[config.mk]
export PLATFORM = sky130hd
export DESIGN_NAME = player_bullet_flat
export DESIGN_NICKNAME = d
export VERILOG_FILES = /design/src/rtl/player_bullet_pkg.sv /design/src/rtl/player_bullet_if.sv /design/src/rtl/player_bullet.sv /design/src/flat_wrapper.sv
export SDC_FILE = /design/constraint.sdc
export NUM_CORES = 1
export LEC_CHECK = 0
export ABC_AREA = 1
export CORE_ASPECT_RATIO = 0.75
export CORE_UTILIZATION = 36
export CTS_BUF_LIST = sky130_fd_sc_hd__clkbuf_4
export DETAILED_ROUTE_END_ITERATION = 8
export SETUP_SLACK_MARGIN = 0.5
export SYNTH_ARGS = -nofsm -noshare
export SYNTH_HDL_FRONTEND = slang
export SYNTH_SLANG_ARGS = --single-unit
[constraint.sdc]
create_clock -name clk -period 2.02 [get_ports clk]
set_clock_uncertainty 0.05 [all_clocks]
set_input_delay 0.303 -clock clk [delete_from_list [all_inputs] [get_ports clk]]
set_output_delay 0.303 -clock clk [all_outputs]
set_load 0.05 [all_outputs]
[src/rtl/player_bullet_pkg.sv]
// -----------------------------------------------------------------------------
// player_bullet_pkg
// Shared game constants and encodings for the player-bullet slice.
//   RES_H / SPRITE_WIDTH_SCALED / PLAYER_STEP : screen and player geometry
//   BULLET_* / TOP_LIMIT / COOLDOWN_FRAMES    : default bullet parameters
//   ST_*                                      : bullet FSM state encodings
//   launch_y()                                : clamped spawn height helper
// -----------------------------------------------------------------------------
package player_bullet_pkg;

    localparam int COORD_W             = 10;
    localparam int RES_H               = 480;
    localparam int SPRITE_WIDTH_SCALED = 32;
    localparam int PLAYER_STEP         = 4;

    localparam int BULLET_STEP     = 4;
    localparam int BULLET_W        = 2;
    localparam int BULLET_H        = 8;
    localparam int TOP_LIMIT       = 0;
    localparam int COOLDOWN_FRAMES = 8;

    typedef logic [COORD_W-1:0] coord_t;

    localparam logic [1:0] ST_IDLE = 2'd0;
    localparam logic [1:0] ST_FLY  = 2'd1;
    localparam logic [1:0] ST_COOL = 2'd2;

    // Spawn the bullet directly above the player, but never above the top
    // limit: a player hugging the top edge would otherwise underflow.
    function automatic coord_t launch_y(input coord_t player_y,
                                        input coord_t top_limit,
                                        input coord_t bullet_h);
        coord_t top_plus_h;
        top_plus_h = top_limit + bullet_h;
        return (player_y < top_plus_h) ? top_limit : coord_t'(player_y - bullet_h);
    endfunction

endpackage

[src/rtl/player_bullet_if.sv]
// -----------------------------------------------------------------------------
// player_bullet_if
// Game-side bus of the player bullet.
//   restart, frame, clk_move, fire, hit, player_x/y : game -> bullet
//   bullet_x/y, bullet_active, shot                 : bullet -> game
// master: game/testbench side, slave: player_bullet side.
// -----------------------------------------------------------------------------
interface player_bullet_if;
    import player_bullet_pkg::*;

    logic   restart;
    logic   frame;
    logic   clk_move;
    logic   fire;
    logic   hit;
    coord_t player_x;
    coord_t player_y;
    coord_t bullet_x;
    coord_t bullet_y;
    logic   bullet_active;
    logic   shot;

    modport master (
        output restart, frame, clk_move, fire, hit, player_x, player_y,
        input  bullet_x, bullet_y, bullet_active, shot
    );

    modport slave (
        input  restart, frame, clk_move, fire, hit, player_x, player_y,
        output bullet_x, bullet_y, bullet_active, shot
    );

endinterface

[src/rtl/player_bullet.sv]
// -----------------------------------------------------------------------------
// player_bullet
// Single upward-travelling player bullet: launched on a fire press, stepped
// on clk_move, retired on hit or at the top, followed by a frame cooldown.
// Position/active are published only on frame so render and collision see a
// stable value for the whole frame.
// Ports:
//   clk   : system clock
//   rst_n : asynchronous active-low reset
//   bus   : player_bullet_if.slave (restart, frame, clk_move, fire, hit,
//           player_x/y in; bullet_x/y, bullet_active, shot out)
// -----------------------------------------------------------------------------
module player_bullet
    import player_bullet_pkg::*;
#(
    parameter int BULLET_STEP     = player_bullet_pkg::BULLET_STEP,
    parameter int BULLET_W        = player_bullet_pkg::BULLET_W,
    parameter int BULLET_H        = player_bullet_pkg::BULLET_H,
    parameter int TOP_LIMIT       = player_bullet_pkg::TOP_LIMIT,
    parameter int COOLDOWN_FRAMES = player_bullet_pkg::COOLDOWN_FRAMES
) (
    input  logic                   clk,
    input  logic                   rst_n,
    player_bullet_if.slave         bus
);

    localparam coord_t     X_OFFSET      = coord_t'(SPRITE_WIDTH_SCALED/2 - BULLET_W/2);
    localparam coord_t     STEP_C        = coord_t'(BULLET_STEP);
    localparam coord_t     TOP_C         = coord_t'(TOP_LIMIT);
    localparam coord_t     H_C           = coord_t'(BULLET_H);
    localparam coord_t     TOP_PLUS_STEP = coord_t'(TOP_LIMIT + BULLET_STEP);
    localparam logic [3:0] COOL_INIT     = 4'(COOLDOWN_FRAMES);

    logic [1:0] state_q, state_d;
    coord_t     x_int_q, x_int_d;
    coord_t     y_int_q, y_int_d;
    logic [3:0] cool_q,  cool_d;
    logic       shot_q,  shot_d;
    logic       fire_q;
    coord_t     bullet_x_q, bullet_y_q;
    logic       bullet_active_q;
    logic       fire_edge;

    // Only a fresh press counts; holding the button never re-fires.
    assign fire_edge = bus.fire & ~fire_q;

    always_comb begin
        // NOTE: every combinational output gets a default first so no path
        // leaves it unassigned -- that is what keeps this block latch-free.
        state_d = state_q;
        x_int_d = x_int_q;
        y_int_d = y_int_q;
        cool_d  = cool_q;
        shot_d  = 1'b0;

        case (state_q)
            ST_IDLE: begin
                if (fire_edge) begin
                    x_int_d = bus.player_x + X_OFFSET;
                    y_int_d = launch_y(bus.player_y, TOP_C, H_C);
                    shot_d  = 1'b1;
                    state_d = ST_FLY;
                end
            end
            ST_FLY: begin
                // A hit wins over movement; the bullet freezes where it struck.
                if (bus.hit) begin
                    state_d = ST_COOL;
                    cool_d  = COOL_INIT;
                end else if (bus.clk_move) begin
                    // Retire before stepping past the top so y never wraps.
                    if (y_int_q < TOP_PLUS_STEP) begin
                        state_d = ST_COOL;
                        cool_d  = COOL_INIT;
                    end else begin
                        y_int_d = y_int_q - STEP_C;
                    end
                end
            end
            ST_COOL: begin
                if (bus.frame) begin
                    if (cool_q == 4'd0) begin
                        state_d = ST_IDLE;
                    end else begin
                        cool_d = cool_q - 4'd1;
                    end
                end
            end
            default: state_d = ST_IDLE;
        endcase
    end

    // NOTE: all state uses non-blocking assignments, so the frame latch below
    // samples x/y/state from before this cycle's update even though both
    // happen in the same clock.
    always_ff @(posedge clk or negedge rst_n) begin
        if (!rst_n) begin
            state_q         <= ST_IDLE;
            x_int_q         <= '0;
            y_int_q         <= '0;
            cool_q          <= '0;
            shot_q          <= 1'b0;
            fire_q          <= 1'b0;
            bullet_x_q      <= '0;
            bullet_y_q      <= '0;
            bullet_active_q <= 1'b0;
        end else if (bus.restart) begin
            state_q         <= ST_IDLE;
            x_int_q         <= '0;
            y_int_q         <= '0;
            cool_q          <= '0;
            shot_q          <= 1'b0;
            fire_q          <= 1'b0;
            bullet_x_q      <= '0;
            bullet_y_q      <= '0;
            bullet_active_q <= 1'b0;
        end else begin
            state_q <= state_d;
            x_int_q <= x_int_d;
            y_int_q <= y_int_d;
            cool_q  <= cool_d;
            shot_q  <= shot_d;
            fire_q  <= bus.fire;
            if (bus.frame) begin
                bullet_x_q      <= x_int_q;
                bullet_y_q      <= y_int_q;
                bullet_active_q <= (state_q == ST_FLY);
            end
        end
    end

    assign bus.bullet_x      = bullet_x_q;
    assign bus.bullet_y      = bullet_y_q;
    assign bus.bullet_active = bullet_active_q;
    assign bus.shot          = shot_q;

endmodule

[src/flat_wrapper.sv]
// flat-port wrapper written by rule: the top's interface ports become plain ports
module player_bullet_flat import player_bullet_pkg::*;
#(
    parameter int BULLET_STEP     = player_bullet_pkg::BULLET_STEP,
    parameter int BULLET_W        = player_bullet_pkg::BULLET_W,
    parameter int BULLET_H        = player_bullet_pkg::BULLET_H,
    parameter int TOP_LIMIT       = player_bullet_pkg::TOP_LIMIT,
    parameter int COOLDOWN_FRAMES = player_bullet_pkg::COOLDOWN_FRAMES
)
  (clk, rst_n, bus_restart, bus_frame, bus_clk_move, bus_fire, bus_hit, bus_player_x, bus_player_y, bus_bullet_x, bus_bullet_y, bus_bullet_active, bus_shot);
  player_bullet_if bus_i ();
  input  logic clk;
  input  logic rst_n;
  input wire logic [$bits(bus_i.restart)-1:0] bus_restart;
  input wire logic [$bits(bus_i.frame)-1:0] bus_frame;
  input wire logic [$bits(bus_i.clk_move)-1:0] bus_clk_move;
  input wire logic [$bits(bus_i.fire)-1:0] bus_fire;
  input wire logic [$bits(bus_i.hit)-1:0] bus_hit;
  input wire logic [$bits(bus_i.player_x)-1:0] bus_player_x;
  input wire logic [$bits(bus_i.player_y)-1:0] bus_player_y;
  output wire logic [$bits(bus_i.bullet_x)-1:0] bus_bullet_x;
  output wire logic [$bits(bus_i.bullet_y)-1:0] bus_bullet_y;
  output wire logic [$bits(bus_i.bullet_active)-1:0] bus_bullet_active;
  output wire logic [$bits(bus_i.shot)-1:0] bus_shot;
  assign bus_i.restart = bus_restart;
  assign bus_i.frame = bus_frame;
  assign bus_i.clk_move = bus_clk_move;
  assign bus_i.fire = bus_fire;
  assign bus_i.hit = bus_hit;
  assign bus_i.player_x = bus_player_x;
  assign bus_i.player_y = bus_player_y;
  assign bus_bullet_x = bus_i.bullet_x;
  assign bus_bullet_y = bus_i.bullet_y;
  assign bus_bullet_active = bus_i.bullet_active;
  assign bus_shot = bus_i.shot;
  player_bullet #(.BULLET_STEP(BULLET_STEP), .BULLET_W(BULLET_W), .BULLET_H(BULLET_H), .TOP_LIMIT(TOP_LIMIT), .COOLDOWN_FRAMES(COOLDOWN_FRAMES)) u_core (.clk(clk), .rst_n(rst_n), .bus(bus_i));
endmodule
---- Word-level counts from Yosys, hierarchy flattened ----
Index checks and enable logic that the tools add are counted.
word-level totals
  bits in registers ....................... 49
  input bits .............................. 27
  output and inout port bits .............. 22
  word-level logic and storage cells ...... 74
cells by class
  add/sub/neg operators ................... 4
  order comparisons ....................... 2
  equality and inequality tests ........... 11
  mux-type cells .......................... 35
  bitwise operators ....................... 2
  reductions and logical operators ........ 11
operators with widths
  cell                   number
  $mux 10                13
  $mux 4                 6
  $pmux 10 s2            1
  $ne 3x3->1 const B     5
  $reduce_and 5->1       3
  $mux 2                 7
  $add 10x4->10 const B  1
  $lt 10x3->1 const B    1
  $lt 10x4->1 const B    1
  $sub 10x3->10 const B  1
  $sub 10x4->10 const B  1
  $pmux 4 s2             1
  $mux 1                 6
  $ne 3x2->1 const B     2
  $pmux 2 s3             1
  $reduce_bool 2->1      3
  $reduce_bool 3->1      2
  $logic_not 4->1        1
  $ne 4x3->1 const B     1
  $ne 4x4->1 const B     1
  $sub 4x1->4 const B    1
  $eq 2x1->1 const B     1
  $eq 2x2->1 const B     1
  $logic_not 2->1        1
  other kinds (3)        3

---- Logic depth before layout (Yosys ltp) ----
Gate-level depths: netlist of run 1.
  depth after elaboration ................. 6
  gate-level depth with buffers ........... 9
  mapped depth without buffers ............ 9

---- Worst setup path after synthesis of run 1 ----
No wires, ideal clock.
  path kind ............................... reg2reg
  start ................................... reg u_core.y_int_q[2]
  end ..................................... reg u_core.state_q[0]
  library setup time ...................... 0.120 ns
  arrival ................................. 1.302 ns
  setup slack ............................. 0.549 ns
  cell stages (with the launch flop) ...... 10
  buffers on the path ..................... 0
  cells stage by stage .................... dfrtp_1 > inv_1 > ha_1 > nand2_1 > inv_1 > nand2_1 > a21oi_4 > nand2_2 > nand2_1 > nand2_1
between the ends
  cells in the longest elaborated chain, start to end .. 3
ends and longest elaborated chain
  element                            RTL line              text
  from (decl)                        player_bullet.sv:36   coord_t y_int_q, y_int_d;
  from (signal assigned)             player_bullet.sv:120  y_int_q <= y_int_d;
  $lt 10x3->1                        player_bullet.sv:72   if (y_int_q < TOP_PLUS_STEP) begin
  $ne 4x3->1 (no source line)        --
  $reduce_and 5->1 (no source line)  --
  to (signal assigned)               player_bullet.sv:118  state_q <= state_d;
  to (decl)                          player_bullet.sv:34   logic [1:0] state_q, state_d;
No other way between the ends.
A chain may end at the register's enable or synchronous reset.

---- Worst setup path after layout of run 1 ----
  start ................................... reg u_core.bullet_y_q[1], in the netlist u_core.bus.bullet_y[1]
  end ..................................... out bus_bullet_y[1]
RTL lines
  element                 RTL line              text
  from (decl)             player_bullet.sv:40   coord_t bullet_x_q, bullet_y_q;
  from (signal assigned)  player_bullet.sv:126  bullet_y_q <= y_int_q;
  to (decl)               flat_wrapper.sv:22    output wire logic [$bits(bus_i.bullet_y)-1:0] bus_bullet_y;
No word-level cell between the ends.

==> results.toml, run 1 <==
[place]
rd_place_congestion = 0.800
dpl_cell_area_um2 = 3310
hpwlAfterDp_mm = 4.70
place.port_buffers = 48

[yosys]
synth_commonest_cells = "sky130_fd_sc_hd__nand2_1, sky130_fd_sc_hd__dfrtp_1, sky130_fd_sc_hd__inv_1"
post_synth_fa_ha_maj_area_fraction = 0.0232
synth_top_family_by_area = "simple AND/OR/NAND/NOR gates"
mux_cell_area_share_after_synthesis = 0
yosys.area.top_type = "sky130_fd_sc_hd__dfrtp_1"
synth-seq-cells = 49
syn_area_um2 = 2700
synthesis.instances = 352
simple_logic_cell_fraction_of_the_synthesized_area = 0.332
synthXorXnorAreaFrac = 0.0195
post-synth-top-count-cell = "sky130_fd_sc_hd__nand2_1"
synth.avg_cell_area_um2 = 7.67
synth_nets = 384
synthFlopType = "sky130_fd_sc_hd__dfrtp_1"
synth_edf_count = 0
synth_compound_gate_area_share = 0.0881
synth.lib_cells_used.distinct = 30
synth_async_sr_flop_share = 1.00
synth_largest_type_area_fraction = 0.454
synth_area_leaders = "sky130_fd_sc_hd__dfrtp_1, sky130_fd_sc_hd__nand2_1, sky130_fd_sc_hd__inv_1, sky130_fd_sc_hd__nand3_1, sky130_fd_sc_hd__o21ai_0"
synthesis.yosys.warnings = 0
ys_seq_area_frac = 0.454

[timing]
worstMarginPinSlew_ns = 0.651
grt_setup_unrepaired = "true"
fmax_mhz = 678
setup-tns-final_ns = 0
period_minus_slack_ns = 1.48
timing.final.crit_share = 0.731
max-slew-margin-rel = 0.566
finalHoldViolations = 0
slew_viol_final = 0
setup_violations = 0

[worst_setup_path]
slowest_delay_ns = 0.38
r2r_setup_slack_ns = 0.57
setup.worst_path.end_class = "primary output"
regToRegEndpoint = "u_core.state_q[0]$_DFFE_PN0P_"
worstPathArrival_ns = 1.12
ff2ff_path_depth = 9
worst_r2r_startpoint = "u_core.y_int_q[3]$_DFFE_PN0P_"
path_delay_family = "flip-flops"
cp_max_fo = 2
critical_path.startpoint = "u_core.bus.bullet_y[1]$_DFFE_PN0P_"
worstPathRequired_ns = 1.67
category_of_the_critical_setup_timing_path = "reg2out"
worst_path_max_delay_cell = "sky130_fd_sc_hd__dfrtp_1"
crit_path_cell_trace = "clkdlybuf4s15_2"
worstSetupStartpointType = "flop"
path_buf_inv = 1

[power]
irDropWorstVdd_v = 0.000324
cellLeakagePower_nw = 1.75
power-per-cell-area_nw_per_um2 = 769

[grt]
initial_antenna_violation_count = 0
pin_count_of_the_biggest_net_entering_global_routing = 50
grt_pass1_wl_mm = 10.5
global_route.usage.total = 0.172
grt_overflow = 0
first_global_vias = 2192

[finish]
post_route_cells_drive_above_1_share = 0.217
area_growth_pct = 31.2
number_of_antenna_repair_diodes = 0
final_design_area_no_fill_um2 = 3540
design.final.nets = 454

[floorplan]
floorplan.rows = 26
io_pins = 49
die_area_um2 = 7850
floorplan.initialDensity = 0.384
die-height_um = 77.0
placeableCoreArea_um2 = 7030
die_w_um = 102

[routing]
viasPerCell = 4.66
detailedRoute.firstIterationViolations = 141
finalWirelength_mm = 6.50
wire_per_inst_um = 12.5
detailedRoute.firstPassIterationCount = 4
drcViolationCount = 0
post_route_antenna_net_violation_count = 0
via_count = 2427

[clock_tree]
cts.sinks = 49
h-tree-depth = 2
clock_latency_ns = 0.37
cts_tree = "done"
cts_bufs_inserted = 5
cts.clk_slew.worst_paths_ns = 0.15
max-clock-path-buffers = 2
clock-root-buffer = "sky130_fd_sc_hd__clkbuf_4"

[min_path]
number_of_cells_traversed_by_the_worst_hold_path = 3
worstHoldPathType = "in2reg"
hold_path_startpoint = "bus_fire"
hold-path-endpoint = "u_core.fire_q$_DFF_PN0_"

[job]
max_cap_viol_count = 0

[outcome]
run_status = "completed"
[per-stage QoR]
stage          hold slack, ns  setup WS, ns  power (mW)  utilization  instances
6_report                0.409         0.544        2.72        0.504        521
5_1_grt                 0.425         0.447        2.91        0.504        521
4_1_cts                 0.394         0.498        2.63        0.493        513
3_5_place_dp            0.407         0.154        2.09        0.471        499
3_3_place_gp            0.407         0.183        2.07        0.471        499
2_1_floorplan         -0.0426         0.549        1.80            -        352
[layout make-up]
| class | instances | area, um^2 |
|---|---|---|
| Inverter | 50 | 198 |
| Clock inverter | 2 | 15.0 |
| Tap cell | 98 | 123 |
| Clock buffer | 6 | 45.0 |
| Timing Repair Buffer | 68 | 612 |
| Sequential cell | 49 | 1230 |
| Multi-Input combinational cell | 248 | 1310 |
| Fill cell | 720 | 3490 |
[worst max-delay path by stage]
stage | to | cells after the start
after floorplan | u_core.state_q[0]$_DFFE_PN0P_ | 9
after global placement | u_core.bus.bullet_x[0]$_DFFE_PN0P_ | 6
after detailed placement | u_core.bus.bullet_x[7]$_DFFE_PN0P_ | 6
after CTS | bus_bullet_active | 1
after global routing | u_core.bus.bullet_y[3]$_DFFE_PN0P_ | 6
final | bus_bullet_y[1] | 1
[layer usage]
metal,vias to the layer above,track usage,share of wire
li1,1259,-,-
met1,1136,0.254,0.52
met2,30,0.264,0.45
met3,2,0.0328,0.030
met4,0,0.0257,0.0042
met5,-,0,0
[layout by cell type, fill, tap and decap left out, types with 4 or more instances in the layout]
cell,count
sky130_fd_sc_hd__o22ai_1,9
sky130_fd_sc_hd__clkdlybuf4s15_2,13
sky130_fd_sc_hd__ha_1,4
sky130_fd_sc_hd__nand2_2,6
sky130_fd_sc_hd__nor2_1,26
sky130_fd_sc_hd__clkbuf_4,6
sky130_fd_sc_hd__nand4_1,6
sky130_fd_sc_hd__o21ai_0,26
sky130_fd_sc_hd__clkinvlp_4,4
sky130_fd_sc_hd__inv_1,41
sky130_fd_sc_hd__buf_2,10
sky130_fd_sc_hd__dfrtp_2,6
sky130_fd_sc_hd__nand2_4,5
sky130_fd_sc_hd__clkdlybuf4s50_1,25
sky130_fd_sc_hd__inv_2,6
sky130_fd_sc_hd__nand2_1,106
sky130_fd_sc_hd__dfrtp_1,43
sky130_fd_sc_hd__nor2_4,4
sky130_fd_sc_hd__nand3_1,31
sky130_fd_sc_hd__buf_4,18
[cell families after synthesis]
| kind of cell | Yosys count |
|---|---|
| compound gates | 42 |
| simple gates | 195 |
| fa+ha+maj | 5 |
| flops | 49 |
| xor+xnor | 6 |
| buf+inv | 55 |
[sequential cells by signal, indices dropped and copies added (netlist names)]
signal	flops
u_core.state_q	2
u_core.bus.bullet_x	10
u_core.bus.bullet_active	1
u_core.fire_q	1
u_core.bus.shot	1
u_core.cool_q	4
u_core.bus.bullet_y	10
u_core.x_int_q	10
u_core.y_int_q	10
[where the power goes]
| group | switching [mW] | total [mW] | internal (mW) |
|---|---|---|---|
| Sequential | 0.0966 | 1.19 | 1.10 |
| Combinational | 0.633 | 1.04 | 0.408 |
| Clock | 0.336 | 0.486 | 0.150 |
[timing repair]
item / in CTS / in global routing
setup buffers: 5 / 8
pin swaps: 1 / 10
setup endpoints to repair: 36 / 47
endpoints found under the hold margin: 37 / 0
gates resized for setup: 74 / 36
hold buffers: 1 / 0
No activity file was read; power rests on OpenSTA's default activity.
==> run 2: changes to the inputs <==
==> constraint.sdc (replaced) <==
create_clock -name clk -period 1.38 [get_ports clk]
set_clock_uncertainty 0.05 [all_clocks]
set_input_delay 0.207 -clock clk [delete_from_list [all_inputs] [get_ports clk]]
set_output_delay 0.207 -clock clk [all_outputs]
set_load 0.05 [all_outputs]
==> run 2 against run 1 <==
Against the previous run:
- the flow now finishes with violations (negative setup slack)
- clock-buffer cell count unchanged
- total power grew 65%
- largest cell class unchanged
- register-to-register slack got worse by 0.60 ns
- die area is the same
- critical path depth grew 7
- cell area rose by 24%
- clock power grew 44%
- sequential cell count did not move
- sequential power increased by 46%
- core utilization grew 12 points
- largest power group is now combinational logic
- first-iteration DRC count decreased by 31%
- worst hold slack worse by 0.23 ns
==> results.toml, run 2 (synthesized netlist as in run 1, its figures left out) <==
[floorplan]
die_area_um2 = 7850
floorplan.initialDensity = 0.384
floorplan.rows = 26
die-height_um = 77.0
placeableCoreArea_um2 = 7030
die_w_um = 102
io_pins = 49

[finish]
final.fill_count = 628
final_design_area_no_fill_um2 = 4380
design.final.nets = 496
number_of_antenna_repair_diodes = 0
final_cells = 563
area_growth_pct = 62.1
layout.cells.most_common_list = "sky130_fd_sc_hd__nand2_1, sky130_fd_sc_hd__buf_4, sky130_fd_sc_hd__inv_1"
post_route_cells_drive_above_1_share = 0.387
layout_commonest_cell = "sky130_fd_sc_hd__nand2_1"

[timing]
setup_violations = 6
max-slew-margin-rel = 0.786
period_minus_slack_ns = 1.41
grt_setup_unrepaired = "true"
fmax_mhz = 711
worstMarginPinSlew_ns = 0.320
setup_ws_ns = -0.0266
slew_viol_final = 0
finalHoldViolations = 0
timing.final.crit_share = 1.02

[power]
irDropWorstVdd_v = 0.000499
power-per-cell-area_nw_per_um2 = 1030
cellLeakagePower_nw = 2.10

[clock_tree]
cts.clk_slew.worst_paths_ns = 0.15
clock-root-buffer = "sky130_fd_sc_hd__clkbuf_4"
max-clock-path-buffers = 2
clock_latency_ns = 0.36
h-tree-depth = 2
cts_bufs_inserted = 5
cts_tree = "done"
cts.sinks = 49

[grt]
grt_overflow = 0
first_global_vias = 2700
initial_antenna_violation_count = 0
pin_count_of_the_biggest_net_entering_global_routing = 37
global_route.usage.total = 0.202
grt_pass1_wl_mm = 12.4

[worst_setup_path]
cp_max_fo = 7
worstSetupStartpointType = "flop"
ff2ff_path_depth = 8
worstPathRequired_ns = 1.60
category_of_the_critical_setup_timing_path = "reg2reg"
worstPathArrival_ns = 1.63
setup.worst_path.end_class = "flop"

[routing]
via_count = 2671
detailedRoute.firstIterationViolations = 97
post_route_antenna_net_violation_count = 0
detailedRoute.firstPassIterationCount = 4
viasPerCell = 4.74
drcViolationCount = 0
finalWirelength_mm = 7.18
wire_per_inst_um = 12.7

[min_path]
worstHoldPathType = "in2async"

[job]
max_cap_viol_count = 0

[outcome]
run_status = "complete, but fails checks"
violations = "negative setup slack"

[place]
rd_place_congestion = 0.863
hpwlAfterDp_mm = 5.35
dpl_cell_area_um2 = 3950
place.port_buffers = 48
post-place-ws_ns = -0.292
place.detailed.instances = 544
==> run 2: worst paths after layout <==
kind	startpoint	end	slack, ns
worst max-delay path	u_core.y_int_q[6]$_DFFE_PN0P_	u_core.cool_q[1]$_DFFE_PN0P_	-0.03
worst min-delay path	rst_n	u_core.bus.bullet_x[2]$_DFFE_PN0P_	0.18
worst max register to register	u_core.y_int_q[6]$_DFFE_PN0P_	u_core.cool_q[1]$_DFFE_PN0P_	-0.03
worst min register to register	u_core.cool_q[0]$_DFFE_PN0P_	u_core.cool_q[0]$_DFFE_PN0P_	0.47
max in group asynchronous	rst_n	u_core.state_q[1]$_DFFE_PN0P_	0.63
min in group clk	bus_restart	u_core.bus.bullet_y[4]$_DFFE_PN0P_	0.29
==> run 2: final cells by class <==
type	count	area, um^2	share of cell area
multi-input cells	250	1510	0.345
clock inverters	2	15.0	0.00343
repair buffers	108	1220	0.278
inverters	50	215	0.0492
well taps	98	123	0.0280
flip-flops and latches	49	1250	0.286
clock buffers	6	45.0	0.0103
==> run 2: what timing repair did <==
| item | in CTS | in global routing |
|---|---|---|
| hold endpoints to repair | 13 | 0 |
| hold buffers | 1 | 0 |
| cloned | 2 | 0 |
| endpoints found under the setup margin | 70 | 81 |
| setup buffers | 7 | 1 |
| resized for setup | 52 | 35 |
| pin swaps | 18 | 7 |
==> run 2: report_power, final <==
part           leakage (nW)  internal, mW  switching [mW]
registers             0.629          1.61           0.129
clock network        0.0279         0.220           0.482
logic                  1.44         0.949            1.11
total                  2.10          2.78            1.72
==> run 2: critical path: stages (launching register included) <==
cell and delay, ns:
sky130_fd_sc_hd__dfrtp_1 0.42, sky130_fd_sc_hd__nor2_1 0.12, sky130_fd_sc_hd__nand2_1 0.12, sky130_fd_sc_hd__inv_1 0.09, sky130_fd_sc_hd__nand2_2 0.07, sky130_fd_sc_hd__a21oi_4 0.24, sky130_fd_sc_hd__nand2_4 0.10, sky130_fd_sc_hd__nand2_1 0.07
sky130_fd_sc_hd__nand2_1 0.04
==> run 2: through the flow <==
stage               setup TNS (ns)  utilization  total power, mW  hold slack [ns]
floorplan                        0            -             2.73           -0.139
global placement             -7.46        0.562             3.49           0.0824
detailed placement           -8.35        0.562             3.52           0.0857
CTS                        -0.0527        0.604             4.41            0.204
global route                -0.888        0.623             4.79            0.180
finish                      -0.115        0.623             4.49            0.180
==> run 2: routing by layer <==
layer / GRT usage / up-vias / part of all wire
li1: - / 1349 / -
met1: 0.295 / 1262 / 0.48
met2: 0.302 / 52 / 0.45
met3: 0.0374 / 8 / 0.049
met4: 0.0629 / 0 / 0.016
met5: 0 / - / 0
==> run 3: changes to the inputs <==
--- a/config.mk
+++ b/config.mk
@@ -10,6 +10,7 @@
 export CORE_UTILIZATION = 36
 export CTS_BUF_LIST = sky130_fd_sc_hd__clkbuf_4
 export DETAILED_ROUTE_END_ITERATION = 8
+export GPL_TIMING_DRIVEN = 0
 export SETUP_SLACK_MARGIN = 0.5
 export SYNTH_ARGS = -nofsm -noshare
 export SYNTH_HDL_FRONTEND = slang
==> run 3 against run 2 <==
Against the previous run:
- cell area decreased by 5.9%
- critical path type unchanged
- non-clock buffer count down 18
- register-to-register slack got worse by 0.04 ns
- core utilization is 3.7 points lower
- the run still ends with negative setup slack left
- clock power is 1% lower
- clock-buffer cell count down 1
- via count down 3.4%
- die area is the same
- first-iteration DRC count shrank 24%
- global-route usage shrank 0.71 points
==> results.toml, run 3 (synthesized netlist as in run 1, its figures left out) <==
[finish]
layout.core_utilization = 0.586
layout_commonest_cell = "sky130_fd_sc_hd__nand2_1"
area_growth_pct = 52.5
final.fill_count = 683
design.final.nets = 476
number_of_antenna_repair_diodes = 0
final_design_area_no_fill_um2 = 4120
post_route_cells_drive_above_1_share = 0.384
layout.cells.most_common_list = "sky130_fd_sc_hd__nand2_1, sky130_fd_sc_hd__inv_1, sky130_fd_sc_hd__nand3_1"

[timing]
setup_violations = 14
period_minus_slack_ns = 1.45
worstMarginPinSlew_ns = 0.323
finalHoldViolations = 0
fmax_mhz = 690
setup_ws_ns = -0.0695
slew_viol_final = 0
timing.final.crit_share = 1.05
setup-tns-final_ns = -0.536
grt_setup_unrepaired = "true"
max-slew-margin-rel = 0.784

[worst_setup_path]
path_buf_inv = 2
path_delay_family = "flip-flops"
worst_path_most_repeated_cell = "sky130_fd_sc_hd__nand2_4"
worstPathRequired_ns = 1.61
worstSetupStartpointType = "flop"
regToRegEndpoint = "u_core.cool_q[2]$_DFFE_PN0P_"
r2r_setup_slack_ns = -0.07
ff2ff_path_depth = 9
slowest_delay_ns = 0.43
setup.worst_path.end_class = "flop"
worst_path_max_delay_cell = "sky130_fd_sc_hd__dfrtp_1"
cp_max_fo = 7
worstPathArrival_ns = 1.67
worst_r2r_startpoint = "u_core.y_int_q[3]$_DFFE_PN0P_"
crit_path_cell_trace = "inv_2 > ha_4 > nand2_4 > inv_2 > nand2_4 > a21oi_4 > nand2_4 > nand2_2 > nand2_1"
category_of_the_critical_setup_timing_path = "reg2reg"

[power]
p_sw_frac = 0.390
share_seq_of_total_power = 0.394
switchingPower_mw = 1.74
share_clk_of_total_power = 0.156
cellLeakagePower_nw = 1.99
combinationalPowerShare = 0.450
power-per-cell-area_nw_per_um2 = 1080
p_int_mw = 2.72
irDropWorstVdd_v = 0.000512

[min_path]
worstHoldPathType = "in2reg"
number_of_cells_traversed_by_the_worst_hold_path = 4
hold_path_startpoint = "bus_restart"
hold-path-endpoint = "u_core.y_int_q[8]$_DFFE_PN0P_"

[grt]
global_route.usage.total = 0.195
pin_count_of_the_biggest_net_entering_global_routing = 38
grt_pass1_wl_mm = 11.9
first_global_vias = 2512
initial_antenna_violation_count = 0
grt_overflow = 0

[clock_tree]
cts_bufs_inserted = 5
clock-root-buffer = "sky130_fd_sc_hd__clkbuf_4"
cts_tree = "done"
max-clock-path-buffers = 2
cts.sinks = 49
clock_latency_ns = 0.38
cts.clk_slew.worst_paths_ns = 0.15
h-tree-depth = 2

[job]
max_cap_viol_count = 0

[floorplan]
io_pins = 49
floorplan.initialDensity = 0.384
placeableCoreArea_um2 = 7030
die_w_um = 102
die_area_um2 = 7850
die-height_um = 77.0
floorplan.rows = 26

[routing]
via_count = 2579
post_route_antenna_net_violation_count = 0
detailedRoute.firstIterationViolations = 74
wire_per_inst_um = 13.2
finalWirelength_mm = 7.17
drcViolationCount = 0
viasPerCell = 4.75
detailedRoute.firstPassIterationCount = 4

[place]
dpl_cell_area_um2 = 3410
place.port_buffers = 47
rd_place_congestion = 0.848
hpwlAfterDp_mm = 4.88

[outcome]
violations = "negative setup slack"
run_status = "complete, but fails checks"
run 3: power groups by stage:
stage / Clock [mW] / Sequential, mW / Combinational [mW]
2_1_floorplan: 0 / 1.90 / 0.825
3_3_place_gp: 0 / 1.77 / 1.35
3_5_place_dp: 0 / 1.78 / 1.37
4_1_cts: 0.708 / 1.75 / 1.80
5_1_grt: 0.779 / 1.78 / 2.19
6_report: 0.694 / 1.76 / 2.01
run 3: layer usage:
| layer | track usage | up-vias | part of all wire |
|---|---|---|---|
| met1 | 0.283 | 1230 | 0.50 |
| met3 | 0.0346 | 4 | 0.028 |
| met5 | 0 | - | 0 |
| met2 | 0.301 | 35 | 0.47 |
| met4 | 0.0471 | 0 | 0.0068 |
| li1 | - | 1310 | - |
run 3: how the worst max path moves through the flow:
| stage | startpoint | to | cells past startpoint |
|---|---|---|---|
| final | u_core.y_int_q[3]$_DFFE_PN0P_ | u_core.cool_q[2]$_DFFE_PN0P_ | 9 |
| after global routing | u_core.y_int_q[6]$_DFFE_PN0P_ | u_core.cool_q[3]$_DFFE_PN0P_ | 8 |
| after CTS | u_core.y_int_q[7]$_DFFE_PN0P_ | u_core.state_q[0]$_DFFE_PN0P_ | 8 |
| after detailed placement | bus_player_y[5] | u_core.y_int_q[3]$_DFFE_PN0P_ | 7 |
| after global placement | rst_n | u_core.bus.bullet_y[4]$_DFFE_PN0P_ | 1 |
| after floorplan | u_core.y_int_q[2]$_DFFE_PN0P_ | u_core.state_q[1]$_DFFE_PN0P_ | 9 |
run 3: per-stage QoR:
stage,total power [mW],instances,setup WS [ns],hold WS [ns]
final,4.46,543,-0.0695,0.0466
after global routing,4.75,543,-0.171,0.0379
after CTS,4.25,536,-0.0289,0.0422
after detailed placement,3.15,498,-0.479,0.0698
after global placement,3.12,497,-1.61,0.376
after floorplan,2.73,352,0.0289,-0.139
run 3: layout make-up:
class	instances	area, um^2	share of cell area
multi-input combinational	248	1450	0.352
sequential	49	1260	0.306
timing repair buffer	85	948	0.230
inverter	50	210	0.0511
tap	98	123	0.0298
buffer	5	71.3	0.0173
clock buffer	5	37.5	0.00912
clock inverter	3	17.5	0.00426
run 3: timing repair:
item / in CTS / in global routing
setup buffers: 26 / 7
endpoints found under the setup margin: 70 / 63
endpoints found under the hold margin: 51 / 0
gates cloned: 2 / 0
hold buffers: 2 / 0
gates resized for setup: 211 / 41
pin swaps: 20 / 11
run 3: worst register-to-register path: stages, from the launching register on:
cell and delay, ns:
sky130_fd_sc_hd__dfrtp_1 0.43, sky130_fd_sc_hd__inv_2 0.08, sky130_fd_sc_hd__ha_4 0.14, sky130_fd_sc_hd__nand2_4 0.06, sky130_fd_sc_hd__inv_2 0.06, sky130_fd_sc_hd__nand2_4 0.05, sky130_fd_sc_hd__a21oi_4 0.26, sky130_fd_sc_hd__nand2_4 0.10
sky130_fd_sc_hd__nand2_2 0.08, sky130_fd_sc_hd__nand2_1 0.04
